`src/rtl/branch_predictor.sv`:
```
// Fetch-stage branch predictor: direct-mapped BTB with a 2-bit saturating
// direction counter per entry, trained from Execute, plus saturating perf counters.
module branch_predictor #(
  parameter int INDEX_BITS = 4,
  parameter int PC_WIDTH   = 32,
  parameter int CNT_WIDTH  = 32
) (
  input  logic                 clk,
  input  logic                 reset,
  input  logic [PC_WIDTH-1:0]  PCF,
  output logic                 PredictTakenF,
  output logic [PC_WIDTH-1:0]  PredTargetF,
  input  logic                 update_en,
  input  logic [PC_WIDTH-1:0]  PCE,
  input  logic                 is_jump,
  input  logic                 ActualTaken,
  input  logic [PC_WIDTH-1:0]  TargetE,
  input  logic                 mispredict,
  output logic [CNT_WIDTH-1:0] branch_count,
  output logic [CNT_WIDTH-1:0] mispredict_count
);

  localparam int ENTRIES  = 1 << INDEX_BITS;
  localparam int TAG_BITS = PC_WIDTH - INDEX_BITS - 2;

  logic                valid_reg  [ENTRIES];
  logic [TAG_BITS-1:0] tag_reg    [ENTRIES];
  logic [PC_WIDTH-1:0] target_reg [ENTRIES];
  logic [1:0]          ctr_reg    [ENTRIES];

  logic [INDEX_BITS-1:0] idx_f, idx_e;
  logic [TAG_BITS-1:0]   tag_f, tag_e;
  logic                  hit_f, hit_e;

  logic                  wr_en;
  logic                  valid_next;
  logic [TAG_BITS-1:0]   tag_next;
  logic [PC_WIDTH-1:0]   target_next;
  logic [1:0]            ctr_next;

  logic [CNT_WIDTH-1:0]  branch_count_reg, mispredict_count_reg;

  // Instruction-alignment bits never take part in index or tag.
  logic unused_pc_bits;
  assign unused_pc_bits = ^{PCF[1:0], PCE[1:0]};

  assign idx_f = PCF[INDEX_BITS+1:2];
  assign tag_f = PCF[PC_WIDTH-1:INDEX_BITS+2];
  assign idx_e = PCE[INDEX_BITS+1:2];
  assign tag_e = PCE[PC_WIDTH-1:INDEX_BITS+2];

  // Lookup reads the registered table, so a same-cycle update is not bypassed.
  assign hit_f         = valid_reg[idx_f] && (tag_reg[idx_f] == tag_f);
  assign PredictTakenF = hit_f && ctr_reg[idx_f][1];
  assign PredTargetF   = PredictTakenF ? target_reg[idx_f] : '0;

  assign hit_e = valid_reg[idx_e] && (tag_reg[idx_e] == tag_e);

  always_comb begin
    wr_en       = 1'b0;
    valid_next  = valid_reg[idx_e];
    tag_next    = tag_reg[idx_e];
    target_next = target_reg[idx_e];
    ctr_next    = ctr_reg[idx_e];
    if (update_en) begin
      if (hit_e) begin
        wr_en = 1'b1;
        if (is_jump) begin
          ctr_next    = 2'b11;
          target_next = TargetE;
        end else if (ActualTaken) begin
          ctr_next    = (ctr_reg[idx_e] == 2'b11) ? 2'b11 : ctr_reg[idx_e] + 2'd1;
          target_next = TargetE;
        end else begin
          ctr_next    = (ctr_reg[idx_e] == 2'b00) ? 2'b00 : ctr_reg[idx_e] - 2'd1;
        end
      end else if (ActualTaken || is_jump) begin
        // Taken miss allocates, evicting whatever aliased into this slot.
        wr_en       = 1'b1;
        valid_next  = 1'b1;
        tag_next    = tag_e;
        target_next = TargetE;
        ctr_next    = is_jump ? 2'b11 : 2'b10;
      end
    end
  end

  generate
    for (genvar gi = 0; gi < ENTRIES; gi++) begin : g_entry
      always_ff @(posedge clk) begin
        if (reset) begin
          valid_reg[gi]  <= 1'b0;
          tag_reg[gi]    <= '0;
          target_reg[gi] <= '0;
          ctr_reg[gi]    <= 2'b01;
        end else if (wr_en && (idx_e == INDEX_BITS'(gi))) begin
          valid_reg[gi]  <= valid_next;
          tag_reg[gi]    <= tag_next;
          target_reg[gi] <= target_next;
          ctr_reg[gi]    <= ctr_next;
        end
      end
    end
  endgenerate

  always_ff @(posedge clk) begin
    if (reset) begin
      branch_count_reg     <= '0;
      mispredict_count_reg <= '0;
    end else if (update_en) begin
      if (branch_count_reg != '1)
        branch_count_reg <= branch_count_reg + 1'b1;
      if (mispredict && (mispredict_count_reg != '1))
        mispredict_count_reg <= mispredict_count_reg + 1'b1;
    end
  end

  assign branch_count     = branch_count_reg;
  assign mispredict_count = mispredict_count_reg;

endmodule

```
`config.mk`:
```
export PLATFORM = sky130hd
export DESIGN_NAME = branch_predictor
export DESIGN_NICKNAME = d
export VERILOG_FILES = /design/src/rtl/branch_predictor.sv
export SDC_FILE = /design/constraint.sdc
export NUM_CORES = 2
export LEC_CHECK = 0
export ABC_CLOCK_PERIOD_IN_PS = 4700
export CORE_ASPECT_RATIO = 1.5
export CORE_UTILIZATION = 43
export CTS_CLUSTER_DIAMETER = 30
export CTS_CLUSTER_SIZE = 8
export DETAILED_ROUTE_END_ITERATION = 16
export PLACE_DENSITY = 0.72
export SYNTH_ARGS = -nofsm -noshare
export SYNTH_HDL_FRONTEND = slang
export SYNTH_SLANG_ARGS = --single-unit
```
`constraint.sdc`:
```
create_clock -name clk -period 4.7 [get_ports clk]
set_input_delay 0.94 -clock clk [delete_from_list [all_inputs] [get_ports clk]]
set_output_delay 0.94 -clock clk [all_outputs]
set_load 0.005 [all_outputs]
```
==> results.py <==
metrics = {
    "run_status": {
        "status": "complete, but fails checks",
        "violations": "setup timing",
    },
    "cells_and_area": {
        "multi_input_area_mm2": 0.0235,
        "final_nets": 4408,
        "syn2layout_area_growth_pct": 24.2,
        "final_cell_count_no_fill": 6112,
        "drive_gt1_share_pct": 32.8,
        "final_common_cell": "edfxtp_1",
        "final_cell_mix": "edfxtp_1, nor2_1, mux4_2",
        "seqCellArea_mm2": 0.0306,
        "fillers": 9975,
        "largest_reg_flops": 512,
    },
    "routing": {
        "drt_iter0_markers": 5747,
        "post-route-drc-count": 0,
        "wirelength_um": 202000,
        "viasPerCell": 6.71,
        "wl_per_cell_um": 33.0,
        "drtPass1Iterations": 6,
        "antenna_left": 0,
        "vias": 41000,
    },
    "die": {
        "io_pins": 199,
        "dieHeight_um": 444,
        "core_area_mm2": 0.129,
        "die_x_um": 297,
        "dieArea_mm2": 0.132,
        "core.rowCount": 161,
        "start_util_pct": 43.5,
    },
    "timing": {
        "fin_skew_ps": 30.3,
        "setup_ws_ps": -526,
        "final.min_clock_period_ps": 5230,
        "rsz0062_at_grt": "yes",
        "setup-violations-final": 33,
        "slew_headroom_pct": 17.1,
        "finalMaxSlewViolations": 0,
        "max_freq_mhz": 191,
        "worstMarginPinSlew_ps": 1240,
        "hold_violations": 0,
        "fin_crit_sh_pct": 111,
    },
    "logic_synthesis": {
        "ys_ff_latch": 1040,
        "seq_area_frac_synth_pct": 54.7,
        "synth_cells": 3827,
        "synth-edff-count": 976,
        "postSynthAreaPerCell_um2": 14.6,
        "synth_nets": 3931,
        "netlist_area_mm2": 0.0560,
        "ys_warn_count": 0,
        "ys.flop_type": "edfxtp_1",
        "synthArstFlopShare_pct": 0,
        "netlist-cell-type-count": 87,
    },
    "setup_path": {
        "worstPathRequired_ps": 3760,
        "crit_type": "flip-flop to primary output",
        "setup.worst_path.start_class": "flip-flop",
        "critPathMaxFanout": 8,
        "crit_arrival_ps": 4290,
        "endpoint_kind": "primary output",
    },
    "place": {
        "hpwl_um": 128000,
        "globalplace.congestion": 1.04,
        "port_buffers": 194,
        "dpl.cell_count": 5806,
    },
    "grt": {
        "grt_max_degree": 97,
        "grt.overflow.total": 0,
        "grt_pass1_vias": 41800,
        "grt_pass1_wl_um": 288000,
        "antenna_found_initial": 6,
        "track_usage_pct": 30.8,
    },
    "clock_network": {
        "hold_buffers": 0,
        "root_buffer": "clkbuf_16",
        "cts_tree": "done",
        "cts_buffers": 178,
        "clock_latency_ps": 810,
        "clkSinkCount": 1040,
        "max-clock-path-buffers": 3,
        "path_clk_slew_ps": 50,
        "h-tree-depth": 4,
    },
    "power_and_ir_drop": {
        "p_leak_uw": 0.0246,
        "pwr_density_cell_mw_per_mm2": 375,
        "vdd_drop_max_mv": 0.261,
        "total_power_uw": 26100,
    },
    "min_path": {
        "hold_class": "flip-flop to flip-flop",
    },
    "flow_run": {
        "cap_violations": 0,
    },
}
[synth_stat cells, drive strengths merged (3+ instances only)]
master | instances | area share [%]
o2bb2ai | 3 | 0.047
clkinv | 3 | 0.020
and2 | 9 | 0.10
xor2 | 47 | 0.74
clkbuf | 101 | 0.68
mux4 | 541 | 22
and3 | 10 | 0.11
inv | 38 | 0.25
o221ai | 3 | 0.058
nor3 | 163 | 1.7
mux2i | 139 | 3.2
a211oi | 3 | 0.040
mux2 | 16 | 0.32
o211ai | 8 | 0.11
nand4 | 22 | 0.26
nand2b | 5 | 0.056
o21bai | 16 | 0.21
nor4 | 5 | 0.056
a31o | 16 | 0.25
or2 | 3 | 0.034
o21ai | 64 | 0.96
or3 | 21 | 0.23
a31oi | 6 | 0.067
nor2 | 642 | 4.3
o31ai | 5 | 0.085
nor2b | 37 | 0.42
o22ai | 12 | 0.17
o2111ai | 3 | 0.047
a22oi | 38 | 0.51
nand2 | 86 | 0.58
and4 | 11 | 0.17
edfxtp | 976 | 52
buf | 270 | 3.0
xnor2 | 55 | 0.86
a21oi | 292 | 2.6
o21a | 3 | 0.054
a21boi | 3 | 0.047
nand3 | 53 | 0.47
dfxtp | 64 | 2.3
[cell families (layout without fill, tap and decap cells)]
kind of cell    count (synthesis)  after routing  synth area share [%]
compound gates                499            499                  5.76
xor+xnor                      102            102                  1.60
fa+ha+maj                       2              2                0.0447
buf+inv                       412            982                  4.00
flops                        1040           1040                  54.7
mux                           696            696                  25.3
other cells                     0              4                     0
simple gates                 1076           1076                  8.61
[final cells by class]
cell class              count  area share, %
well taps                1711           3.08
diodes                      4         0.0144
clock buffers             197           6.62
inverters                  41          0.232
clock inverters            76           1.08
multi-input cells        2375           33.8
flip-flops and latches   1040           44.0
repair buffers            668           11.2
[report_power, final]
part	total [uW]	leakage (uW)	switching, uW	internal (uW)
logic	3450	0.0115	1910	1540
clock network	11900	0.00257	4410	7450
registers	10700	0.0106	221	10500
[critical path: stages, from the launching register on]
cell      delay, ps
edfxtp_1        420
mux4_2          490
mux4_2          490
xnor2_2         180
buf_4           170
nand4_1         400
nor3_2          370
nand4_1         190
buf_12          230
buf_6           140
buf_16          150
nor2b_1         120
buf_2           120
[what timing repair did]
action / in CTS / in global routing
setup buffers: 21 / 2
endpoints found under the setup margin: 33 / 33
cloned: 8 / 0
pin swaps: 7 / 4
resized for setup: 184 / 18
[per-stage QoR]
step,worst slack (ps),setup TNS (ps),hold WS (ps),util (%),instance area [um^2]
after floorplan,-93.6,-57090,477,-,56000
after detailed placement,-1310,-64740,495,49.4,63500
final,-526,-15250,506,54.0,69500
after CTS,-310,-7550,504,53.9,69400
after global routing,-526,-15210,520,54.0,69500
after global placement,-1280,-58200,480,49.4,63500
[per-layer routing]
metal	vias up	track usage [%]	share of wire [%]
met5	-	0	0.012
met4	4	22.9	8.5
met3	926	7.46	12
met2	3581	49.7	49
met1	20500	35.3	31
li1	16000	-	-
[path summary, 6_finish.rpt]
kind	endpoint	slack, ps	depth (start not counted)	from
worst max-delay path	PredTargetF[25]	-530	12	tag_reg[7][18]
worst min-delay path	mispredict_count[16]	510	2	mispredict_count[16]
worst max register to register	target_reg[1][25]	560	15	tag_reg[5][18]
worst min register to register	mispredict_count[16]	510	2	mispredict_count[16]
Note: power is estimated with default switching activity, not from simulation.
